===== config.mk =====
export PLATFORM = sky130hd
export DESIGN_NAME = bcd_timer_ctrl_flat
export DESIGN_NICKNAME = d
export VERILOG_FILES = /design/src/rtl/bcd_timer_ctrl_pkg.sv /design/src/rtl/bcd_timer_ctrl_if.sv /design/src/rtl/bcd_step.sv /design/src/rtl/bcd_timer_ctrl.sv /design/src/flat_wrapper.sv
export SDC_FILE = /design/constraint.sdc
export NUM_CORES = 1
export LEC_CHECK = 0
export CORE_MARGIN = 5
export CORE_UTILIZATION = 30
export DETAILED_ROUTE_END_ITERATION = 8
export GPL_TIMING_DRIVEN = 0
export SLEW_MARGIN = 40
export SYNTH_ARGS = -nofsm -noshare
export SYNTH_HDL_FRONTEND = slang
export SYNTH_SLANG_ARGS = --single-unit

===== constraint.sdc =====
create_clock -name CP -period 2.1 [get_ports CP]
set_input_delay 0.525 -clock CP [delete_from_list [all_inputs] [get_ports CP]]
set_output_delay 0.525 -clock CP [all_outputs]
set_load 0.02 [all_outputs]

===== src/rtl/bcd_timer_ctrl_pkg.sv =====
// rtl/bcd_timer_ctrl_pkg.sv - shared state encoding and BCD constants for the mm:ss timer controller
// Purpose: state codes (also shown on state_o), BCD helper constants, default limits.
// Ports: none (package).
package timer_pkg;

    typedef enum logic [2:0] {
        ST_IDLE    = 3'd0,
        ST_SET_MIN = 3'd1,
        ST_SET_SEC = 3'd2,
        ST_LOAD    = 3'd3,
        ST_RUN     = 3'd4,
        ST_PAUSE   = 3'd5,
        ST_ALARM   = 3'd6
    } state_t;

    localparam logic [7:0] ZERO8           = 8'h00;
    localparam logic [3:0] NINE            = 4'h9;
    localparam logic [7:0] SEC_MAX_DEF     = 8'h59;
    localparam logic [7:0] MIN_MAX_DEF     = 8'h99;
    localparam int         ALARM_TICKS_DEF = 10;

endpackage


===== src/rtl/bcd_timer_ctrl_if.sv =====
// rtl/bcd_timer_ctrl_if.sv - key, tick and counter-side signal bundle of the timer controller
// Purpose: groups everything between the key/tick sources, the two BCD counters and the controller.
// Ports (slave = controller view):
//   in : tick, key_mode, key_inc, key_start, sec_q[7:0], min_q[7:0]
//   out: cnt_clr, cnt_pe, sec_d[7:0], min_d[7:0], sec_ce, min_ce,
//        sec_max[7:0], min_max[7:0], alarm, state_o[2:0]
interface bcd_timer_ctrl_if;
    logic       tick;
    logic       key_mode;
    logic       key_inc;
    logic       key_start;
    logic [7:0] sec_q;
    logic [7:0] min_q;
    logic       cnt_clr;
    logic       cnt_pe;
    logic [7:0] sec_d;
    logic [7:0] min_d;
    logic       sec_ce;
    logic       min_ce;
    logic [7:0] sec_max;
    logic [7:0] min_max;
    logic       alarm;
    logic [2:0] state_o;

    modport slave (
        input  tick, key_mode, key_inc, key_start, sec_q, min_q,
        output cnt_clr, cnt_pe, sec_d, min_d, sec_ce, min_ce,
               sec_max, min_max, alarm, state_o
    );

    modport master (
        output tick, key_mode, key_inc, key_start, sec_q, min_q,
        input  cnt_clr, cnt_pe, sec_d, min_d, sec_ce, min_ce,
               sec_max, min_max, alarm, state_o
    );
endinterface


===== src/rtl/bcd_step.sv =====
// rtl/bcd_step.sv - combinational two-digit BCD increment with wrap at a given maximum
// Purpose: out = in + 1 in BCD; in == max wraps to 00.
// Ports: in[7:0] value, max[7:0] wrap point, out[7:0] result.
module bcd_step
    import timer_pkg::*;
(
    input  logic [7:0] in,
    input  logic [7:0] max,
    output logic [7:0] out
);

    always_comb begin
        out = ZERO8;
        if (in == max) begin
            out = ZERO8;
        end else if (in[3:0] == NINE) begin
            out = {in[7:4] + 4'd1, 4'd0};
        end else begin
            out = {in[7:4], in[3:0] + 4'd1};
        end
    end

endmodule


===== src/rtl/bcd_timer_ctrl.sv =====
// rtl/bcd_timer_ctrl.sv - mm:ss countdown sequencer for two cascaded BCD down-counters with alarm
// Purpose: key-edited minute/second presets, counter load/clear pulses, tick-driven count
//          enables, 00:00 detection from counter Q and a tick-timed alarm.
// Ports: CP clock (rising), CR async active-high reset, bus (bcd_timer_ctrl_if.slave).
module bcd_timer_ctrl
    import timer_pkg::*;
#(
    parameter logic [7:0] SEC_MAX     = SEC_MAX_DEF,
    parameter logic [7:0] MIN_MAX     = MIN_MAX_DEF,
    parameter int         ALARM_TICKS = ALARM_TICKS_DEF
) (
    input  logic              CP,
    input  logic              CR,
    bcd_timer_ctrl_if.slave   bus
);

    localparam int             ACW        = $clog2(ALARM_TICKS + 1);
    localparam logic [ACW-1:0] ALARM_LAST = ACW'(ALARM_TICKS - 1);

    state_t         r_state;
    logic [7:0]     r_min_sh;
    logic [7:0]     r_sec_sh;
    logic [ACW-1:0] r_alarm_cnt;
    logic           r_alarm;
    logic           r_cnt_pe;
    logic           r_cnt_clr;

    logic [7:0]     w_min_inc;
    logic [7:0]     w_sec_inc;
    logic           w_any_key;
    logic           w_shadow_nz;
    logic           w_q_zero;
    logic           w_run_tick;

    bcd_step u_min_step (.in(r_min_sh), .max(MIN_MAX), .out(w_min_inc));
    bcd_step u_sec_step (.in(r_sec_sh), .max(SEC_MAX), .out(w_sec_inc));

    assign w_any_key   = bus.key_mode | bus.key_start | bus.key_inc;
    assign w_shadow_nz = (r_min_sh != ZERO8) || (r_sec_sh != ZERO8);
    assign w_q_zero    = ({bus.min_q, bus.sec_q} == {ZERO8, ZERO8});
    assign w_run_tick  = (r_state == ST_RUN) && bus.tick;

    // Enables come straight from the tick so the counters step on the same edge;
    // minutes borrow exactly when seconds is about to wrap 00 -> 59.
    assign bus.sec_ce  = w_run_tick && !w_q_zero;
    assign bus.min_ce  = w_run_tick && !w_q_zero && (bus.sec_q == ZERO8);

    assign bus.cnt_pe  = r_cnt_pe;
    assign bus.cnt_clr = r_cnt_clr;
    assign bus.sec_d   = r_sec_sh;
    assign bus.min_d   = r_min_sh;
    assign bus.sec_max = SEC_MAX;
    assign bus.min_max = MIN_MAX;
    assign bus.alarm   = r_alarm;
    assign bus.state_o = r_state;

    always_ff @(posedge CP or posedge CR) begin
        if (CR) begin
            r_state     <= ST_IDLE;
            r_min_sh    <= ZERO8;
            r_sec_sh    <= ZERO8;
            r_alarm_cnt <= '0;
            r_alarm     <= 1'b0;
            r_cnt_pe    <= 1'b0;
            r_cnt_clr   <= 1'b0;
        end else begin
            // Both pulses are one cycle wide; they are only raised on distinct transitions,
            // so they can never coincide.
            r_cnt_pe  <= 1'b0;
            r_cnt_clr <= 1'b0;

            case (r_state)
                ST_IDLE, ST_SET_MIN, ST_SET_SEC: begin
                    if (bus.key_mode) begin
                        if (r_state == ST_IDLE) begin
                            r_state <= ST_SET_MIN;
                        end else if (r_state == ST_SET_MIN) begin
                            r_state <= ST_SET_SEC;
                        end else begin
                            r_state <= ST_IDLE;
                        end
                    end else if (bus.key_start) begin
                        // A 00:00 preset would alarm immediately; ignore the start instead.
                        if (w_shadow_nz) begin
                            r_state  <= ST_LOAD;
                            r_cnt_pe <= 1'b1;
                        end
                    end else if (bus.key_inc) begin
                        if (r_state == ST_SET_MIN) begin
                            r_min_sh <= w_min_inc;
                        end else if (r_state == ST_SET_SEC) begin
                            r_sec_sh <= w_sec_inc;
                        end
                    end
                end

                ST_LOAD: begin
                    r_state <= ST_RUN;
                end

                ST_RUN: begin
                    if (bus.key_mode) begin
                        r_state   <= ST_IDLE;
                        r_cnt_clr <= 1'b1;
                    end else if (bus.key_start) begin
                        r_state <= ST_PAUSE;
                    end else if (bus.tick && w_q_zero) begin
                        r_state     <= ST_ALARM;
                        r_alarm     <= 1'b1;
                        r_alarm_cnt <= '0;
                    end
                end

                ST_PAUSE: begin
                    if (bus.key_mode) begin
                        r_state   <= ST_IDLE;
                        r_cnt_clr <= 1'b1;
                    end else if (bus.key_start) begin
                        r_state <= ST_RUN;
                    end
                end

                ST_ALARM: begin
                    if (w_any_key || (bus.tick && (r_alarm_cnt == ALARM_LAST))) begin
                        r_state     <= ST_IDLE;
                        r_alarm     <= 1'b0;
                        r_alarm_cnt <= '0;
                        r_cnt_clr   <= 1'b1;
                    end else if (bus.tick) begin
                        r_alarm_cnt <= r_alarm_cnt + ACW'(1);
                    end
                end

                default: begin
                    r_state <= ST_IDLE;
                end
            endcase
        end
    end

endmodule


===== src/flat_wrapper.sv =====
// flat-port wrapper written by rule: the top's interface ports become plain ports
module bcd_timer_ctrl_flat import timer_pkg::*;
#(
    parameter logic [7:0] SEC_MAX     = SEC_MAX_DEF,
    parameter logic [7:0] MIN_MAX     = MIN_MAX_DEF,
    parameter int         ALARM_TICKS = ALARM_TICKS_DEF
)
  (CP, CR, bus_tick, bus_key_mode, bus_key_inc, bus_key_start, bus_sec_q, bus_min_q, bus_cnt_clr, bus_cnt_pe, bus_sec_d, bus_min_d, bus_sec_ce, bus_min_ce, bus_sec_max, bus_min_max, bus_alarm, bus_state_o);
  bcd_timer_ctrl_if bus_i ();
  input  logic CP;
  input  logic CR;
  input wire logic [$bits(bus_i.tick)-1:0] bus_tick;
  input wire logic [$bits(bus_i.key_mode)-1:0] bus_key_mode;
  input wire logic [$bits(bus_i.key_inc)-1:0] bus_key_inc;
  input wire logic [$bits(bus_i.key_start)-1:0] bus_key_start;
  input wire logic [$bits(bus_i.sec_q)-1:0] bus_sec_q;
  input wire logic [$bits(bus_i.min_q)-1:0] bus_min_q;
  output wire logic [$bits(bus_i.cnt_clr)-1:0] bus_cnt_clr;
  output wire logic [$bits(bus_i.cnt_pe)-1:0] bus_cnt_pe;
  output wire logic [$bits(bus_i.sec_d)-1:0] bus_sec_d;
  output wire logic [$bits(bus_i.min_d)-1:0] bus_min_d;
  output wire logic [$bits(bus_i.sec_ce)-1:0] bus_sec_ce;
  output wire logic [$bits(bus_i.min_ce)-1:0] bus_min_ce;
  output wire logic [$bits(bus_i.sec_max)-1:0] bus_sec_max;
  output wire logic [$bits(bus_i.min_max)-1:0] bus_min_max;
  output wire logic [$bits(bus_i.alarm)-1:0] bus_alarm;
  output wire logic [$bits(bus_i.state_o)-1:0] bus_state_o;
  assign bus_i.tick = bus_tick;
  assign bus_i.key_mode = bus_key_mode;
  assign bus_i.key_inc = bus_key_inc;
  assign bus_i.key_start = bus_key_start;
  assign bus_i.sec_q = bus_sec_q;
  assign bus_i.min_q = bus_min_q;
  assign bus_cnt_clr = bus_i.cnt_clr;
  assign bus_cnt_pe = bus_i.cnt_pe;
  assign bus_sec_d = bus_i.sec_d;
  assign bus_min_d = bus_i.min_d;
  assign bus_sec_ce = bus_i.sec_ce;
  assign bus_min_ce = bus_i.min_ce;
  assign bus_sec_max = bus_i.sec_max;
  assign bus_min_max = bus_i.min_max;
  assign bus_alarm = bus_i.alarm;
  assign bus_state_o = bus_i.state_o;
  bcd_timer_ctrl #(.SEC_MAX(SEC_MAX), .MIN_MAX(MIN_MAX), .ALARM_TICKS(ALARM_TICKS)) u_core (.CP(CP), .CR(CR), .bus(bus_i));
endmodule

==> flow_summary.toml, run 1 <==
[global_routing]
grt_pass1_wl_um = 7230
grt_overflow_total = 0
gr-usage-all-layers_pct = 11.5
grt_pass1_vias = 1540
antenna_found_initial = 0
grt_max_degree = 27

[worst_setup_path]
critPathCaptureType = "primary output"
crit_required_ns = 1.57
cp_slowest_cell = "nor4_4"
critPathMaxStageDelay_ns = 0.29
cp-start-kind = "primary input"
path_cells = "clkbuf_2, nor4_4, and4_1, nor3_2, and3_1, buf_6"
criticalPathCategory = "primary input to primary output"
worstPathArrival_ns = 1.58
worstPathMaxFanout = 2

[clocking]
cts_buffers = 3
cts.sinks = 26
clk_latency_ns = 0.27
cts_hold_buf = 0
htreeDepth = 1
cts_tree = "yes"
clock_path_buffers = 2
clk_pin_slew_ns = 0.09
cts_root_buf = "clkbuf_8"

[pwr]
ir_drop_mv = 0.485
p_int_uw = 1360
leakage_uw = 0.00118
total_power_uw = 2240
swShare_pct = 39.5
pwr-share-seq_pct = 35.7
clockPowerShare_pct = 18.8
power_switching_uw = 887
combPwrFrac_pct = 45.5
powerDensity_nw_per_um2 = 873

[final_layout]
final_cell_mix = "25 x clkdlybuf4s50_1, 25 x dfrtp_1, 22 x o21ai_0"
drive_gt1_share_pct = 19.8
layout.cells.non_filler = 353
syn_to_final_growth_pct = 39.7
diodes = 0
fin_nets = 315

[routing]
drt_iter0_markers = 95
totalWireLength_um = 4340
firstDrtPassIters = 4
wl_per_cell_um = 12.3
num_vias = 1656
ant_nets = 0
vias_per_cell = 4.69
drc = 0

[synth]
ys_warn_count = 0
synth_seq_cells = 26
seq_area_frac_synth_pct = 35.4
synthDistinctLibCells = 40
syn_inst = 212
syn_area_per_cell_um2 = 8.68
mappedNetlistArea_um2 = 1840

[sta]
final_max_slew_viol_count = 0
min_period_over_period_pct = 100
rsz0062_at_grt = "true"
max_freq_mhz = 476
setup_ws_ns = -0.000843
fin_crit_ns = 2.10
timing.final.setup_violations = 1
skew_ns = 0.00829
relSlewSlack_pct = 62.8
worst_pin_slew_ns = 0.558
final-hold-violation-count = 0
tns_ns = -0.000843

[floorplan]
io-pin-count = 62
rows = 28
start_util_pct = 30.9
core_region_area_um2 = 5960
die-width_um = 88.3
dieArea_um2 = 7800
fp.dieH_um = 88.3

[place]
hpwl_um = 3390
io_buffers = 45
dpl.cell_count = 346
place_congestion = 0.789
dp_slack_ns = -0.806

[hold_path]
hp-class = "flip-flop to flip-flop"

[outcome]
outcome = "complete, but fails checks"
violations = "setup timing"

[flow_run]
max_cap_violations = 0
worst paths after layout:
check / start / to / slack (ns) / depth (start not counted)
worst max-delay path: bus_sec_q[3] / bus_min_ce / -0.0008 / 6
worst min-delay path: u_core.r_alarm_cnt[3] / u_core.r_alarm_cnt[3] / 0.49 / 1
worst max register to register: u_core.bus.sec_d[0] / u_core.bus.state_o[0] / 0.29 / 6
worst min register to register: u_core.r_alarm_cnt[3] / u_core.r_alarm_cnt[3] / 0.49 / 1
max in group asynchronous: CR / u_core.bus.state_o[2] / 1.09 / 2
min in group asynchronous: CR / u_core.bus.min_d[7] / 0.61 / 2
area by class of cell:
class,count,area (um2)
plain buffers,21,143
inverters,13,48.8
clock buffers,3,41.3
multi-input cells,166,1120
well taps,75,93.8
repair buffers,48,442
flip-flops and latches,26,652
clock inverters,1,30.0
fillers,591,3380
cells by family (layout without fill, tap and decap cells):
| kind of cell | count (synthesis) | after routing | share of synthesized area [%] |
|---|---|---|---|
| other cells | 2 | 16 | 0.408 |
| fa+ha+maj | 14 | 14 | 9.52 |
| buf+inv | 34 | 86 | 10.4 |
| compound gates | 46 | 46 | 15.0 |
| simple gates | 87 | 87 | 27.5 |
| flops | 26 | 26 | 35.3 |
| mux | 3 | 3 | 1.84 |
through the flow:
step | utilization [%] | hold WS (ns) | instance area, um2
after floorplan | - | 0.445 | 1900
after global placement | 41.0 | 0.476 | 2440
after detailed placement | 41.0 | 0.479 | 2440
after CTS | 42.4 | 0.496 | 2520
after global routing | 43.2 | 0.538 | 2570
final | 43.2 | 0.492 | 2570
power groups by stage:
stage | logic (uW) | clock network (uW) | registers (uW)
floorplan | 521 | 0 | 889
global placement | 1010 | 0 | 805
detailed placement | 1010 | 0 | 805
CTS | 1020 | 433 | 800
global route | 1140 | 452 | 830
finish | 1020 | 421 | 801
what timing repair did:
| item | in CTS | in global routing |
|---|---|---|
| pin swaps | 8 | 7 |
| endpoints found under the setup margin | 5 | 8 |
| buffers inserted | 2 | 1 |
| resized for setup | 63 | 19 |
synth_stat cells:
master    number  share of area (%)
a21boi_0       4                1.6
a21o_1         3                1.2
a21oi_1        7                1.9
a311oi_1       1               0.48
a41oi_1        1               0.48
and3_1         4                1.4
and3b_1        2               0.95
and4_1         1               0.48
buf_2          3               0.82
buf_4         16                6.5
clkbuf_1       2               0.41
conb_1         2               0.41
dfrtp_1       26                 35
ha_1          14                9.5
inv_1         13                2.7
mux2_2         3                1.8
nand2_1       20                4.1
nand2b_1       2               0.68
nand3_1        7                1.9
nand3_2        1               0.54
nand3b_1       4                1.6
nand4_1        2               0.68
nand4b_1       2               0.95
nor2_1        13                2.7
nor2b_1        7                2.4
nor3_1         7                1.9
nor3b_1        1               0.41
nor4_1         5                1.7
nor4_2         2                1.4
nor4b_1        2               0.95
nor4b_4        1                1.3
nor4bb_1       1               0.54
o21ai_0       22                6.0
o21ai_1        1               0.27
o22a_1         1               0.48
o31ai_1        5                2.0
o41ai_1        1               0.48
or2_1          1               0.34
or3_1          1               0.34
or4_1          1               0.41
layer usage:
layer	vias to the layer above	global-route usage, %	routed length [um]
met5	-	0	0
met4	0	1.24	8
met3	2	2.70	203
met2	34	18.6	2120
met1	770	16.1	2010
li1	850	-	-
critical path: cells and delay by family:
kind | cells | cell delay (ns)
buffers and inverters | 2 | 0.23
and+or+nand+nor | 4 | 0.82
state kept, by name (all words and copies together) (netlist names):
register,flops
u_core.bus.min_d,8
u_core.bus.sec_d,8
u_core.r_alarm_cnt,4
u_core.bus.cnt_pe,1
u_core.bus.alarm,1
u_core.bus.cnt_clr,1
u_core.bus.state_o,3
No activity file was read; power rests on OpenSTA's default activity.
==> run 2, diff against run 1 <==
- clock period: 2.1 -> 1.9 ns (I/O delays scaled with it)
==> run 2 against run 1 <==
Effect of this change:
- clock power decreased by 24%
- sequential power is 10% higher
- critical endpoint unchanged
- the flow still finishes with violations (setup timing)
- combinational power rose by 19%
- via count up 4.5%
- final cell count up 4.2%
- routed wire length grew 11%
- largest cell class unchanged
==> flow_summary.toml, run 2 (synthesized netlist as in run 1, its figures left out) <==
[outcome]
outcome = "complete, but fails checks"
violations = "setup timing"

[routing]
wl_met3_um = 199
totalWireLength_um = 4810
drt-met1-wl_um = 2190
drt_iter0_markers = 94
num_vias = 1731
drc = 0
wl_per_cell_um = 13.1
wl_met2_um = 2400
highest_layer = "met4"
vias_per_cell = 4.70
firstDrtPassIters = 4
ant_nets = 0

[final_layout]
seq_area_um2 = 653
drive_gt1_share_pct = 28.0
syn_to_final_growth_pct = 50.4
fillers = 581
layout.cells.non_filler = 368
diodes = 0
mostFrequentLayoutCell = "buf_4"
fin_nets = 330
final_cell_mix = "30 x buf_4, 24 x dfrtp_1, 21 x o21ai_0"
multi_input_area_um2 = 1180
design_area_um2 = 2770

[floorplan]
die-width_um = 88.3
io-pin-count = 62
rows = 28
start_util_pct = 30.9
dieArea_um2 = 7800
core_region_area_um2 = 5960
fp.dieH_um = 88.3

[worst_setup_path]
reg2reg_depth = 5
rrSetupSlack_ns = 0.12
startpoint = "bus_min_q[3]"
reg2reg_to = "u_core.bus.sec_d[7]"
worstPathArrival_ns = 1.51
worstPathMaxFanout = 2
path_delay_family = "simple AND/OR/NAND/NOR gates"
critPathMaxStageDelay_ns = 0.29
rr_startpoint = "u_core.bus.state_o[0]"
critPathCaptureType = "primary output"
crit_buf_inv = 2
crit_end = "bus_min_ce"
cp-start-kind = "primary input"
cp_slowest_cell = "nor4_4"
cp_num_cells = 6
crit_required_ns = 1.42
criticalPathCategory = "primary input to primary output"
path_cells = "buf_2, nor4_4, and4_4, nor3_4, and3_1, buf_6"

[sta]
skew_ns = 0.00632
max_freq_mhz = 505
timing.final.setup_violations = 1
final-hold-violation-count = 0
fin_crit_ns = 1.98
setup_ws_ns = -0.0816
min_period_over_period_pct = 104
worst_pin_slew_ns = 0.549
holdWs_ns = 0.503
final_max_slew_viol_count = 0
rsz0062_at_grt = "true"
relSlewSlack_pct = 63.4

[pwr]
leakage_uw = 0.00141
ir_drop_mv = 0.584
powerDensity_nw_per_um2 = 873
total_power_uw = 2420

[global_routing]
gr-usage-all-layers_pct = 12.4
grt_pass1_vias = 1695
grt_pass1_wl_um = 7850
grt_max_degree = 27
grt_overflow_total = 0
antenna_found_initial = 0

[clocking]
cts_hold_buf = 0
clock_path_buffers = 2
clk_latency_ns = 0.27
cts_buffers = 3
htreeDepth = 1
cts_tree = "yes"
cts.sinks = 26
cts_root_buf = "clkbuf_8"
clk_pin_slew_ns = 0.08

[hold_path]
hold_start = "u_core.r_alarm_cnt[3]"
hp-class = "flip-flop to flip-flop"

[place]
postPlaceCellArea_um2 = 2450
place_congestion = 0.811
hpwl_um = 3460
dp_slack_ns = -0.990
dpl.cell_count = 346
io_buffers = 45

[flow_run]
max_cap_violations = 0
-- run 2: changes by cell type in the layout (fill, tap and decap cells not counted), sizes merged --
cell and delta:
dlymetal6s2s +11, clkdlybuf4s50 -12, bufinv -1, buf +16, dlygate4sd2 +1
-- run 2: worst min-delay path by stage --
| stage | end | cells after the start | slack [ns] |
|---|---|---|---|
| global placement | u_core.r_alarm_cnt[3] | 1 | 0.48 |
| global route | u_core.r_alarm_cnt[3] | 1 | 0.52 |
| detailed placement | u_core.r_alarm_cnt[3] | 1 | 0.47 |
| finish | u_core.r_alarm_cnt[3] | 1 | 0.50 |
| CTS | u_core.r_alarm_cnt[3] | 1 | 0.48 |
| floorplan | u_core.r_alarm_cnt[3] | 1 | 0.45 |
-- run 2: metal layers --
metal / track usage [%] / vias to the layer above
met3: 2.79 / 4
met2: 21.5 / 28
met4: 2.75 / 0
met1: 15.9 / 818
li1: - / 881
met5: 0 / -
-- run 2: report_power, final --
| group | switching (uW) | internal, uW | leakage [uW] |
|---|---|---|---|
| Sequential | 188 | 694 | 0.000342 |
| Clock | 171 | 150 | 0.0000228 |
| Combinational | 657 | 558 | 0.00105 |
| Total | 1010 | 1400 | 0.00141 |
-- run 2: timing repair --
item / 4_1_cts / 5_1_grt
setup endpoints to repair: 15 / 25
setup buffers: 12 / 7
hold endpoints to repair: 0 / 0
gates resized for setup: 86 / 29
pin swaps: 13 / 8
-- run 2: final cells by class --
cell class	count	share of cell area (%)
multi-input combinational	166	42.6
sequential	26	23.6
timing repair buffer	63	21.7
buffer	21	5.29
tap	75	3.39
inverter	13	1.76
clock buffer	4	1.63
-- run 2: stage by stage --
step / util, % / TNS, ns
global placement: 41.1 / -8.65
global route: 46.5 / -0.232
CTS: 43.9 / -0.0874
detailed placement: 41.1 / -9.07
finish: 46.5 / -0.0816
floorplan: - / 0
-- run 2: worst register-to-register path, stage by stage, from the launching register on --
cell and delay (ns):
dfrtp_2 0.45, buf_2 0.19, nor2b_1 0.34, nand3_4 0.16
or4_1 0.49, nand2_1 0.08
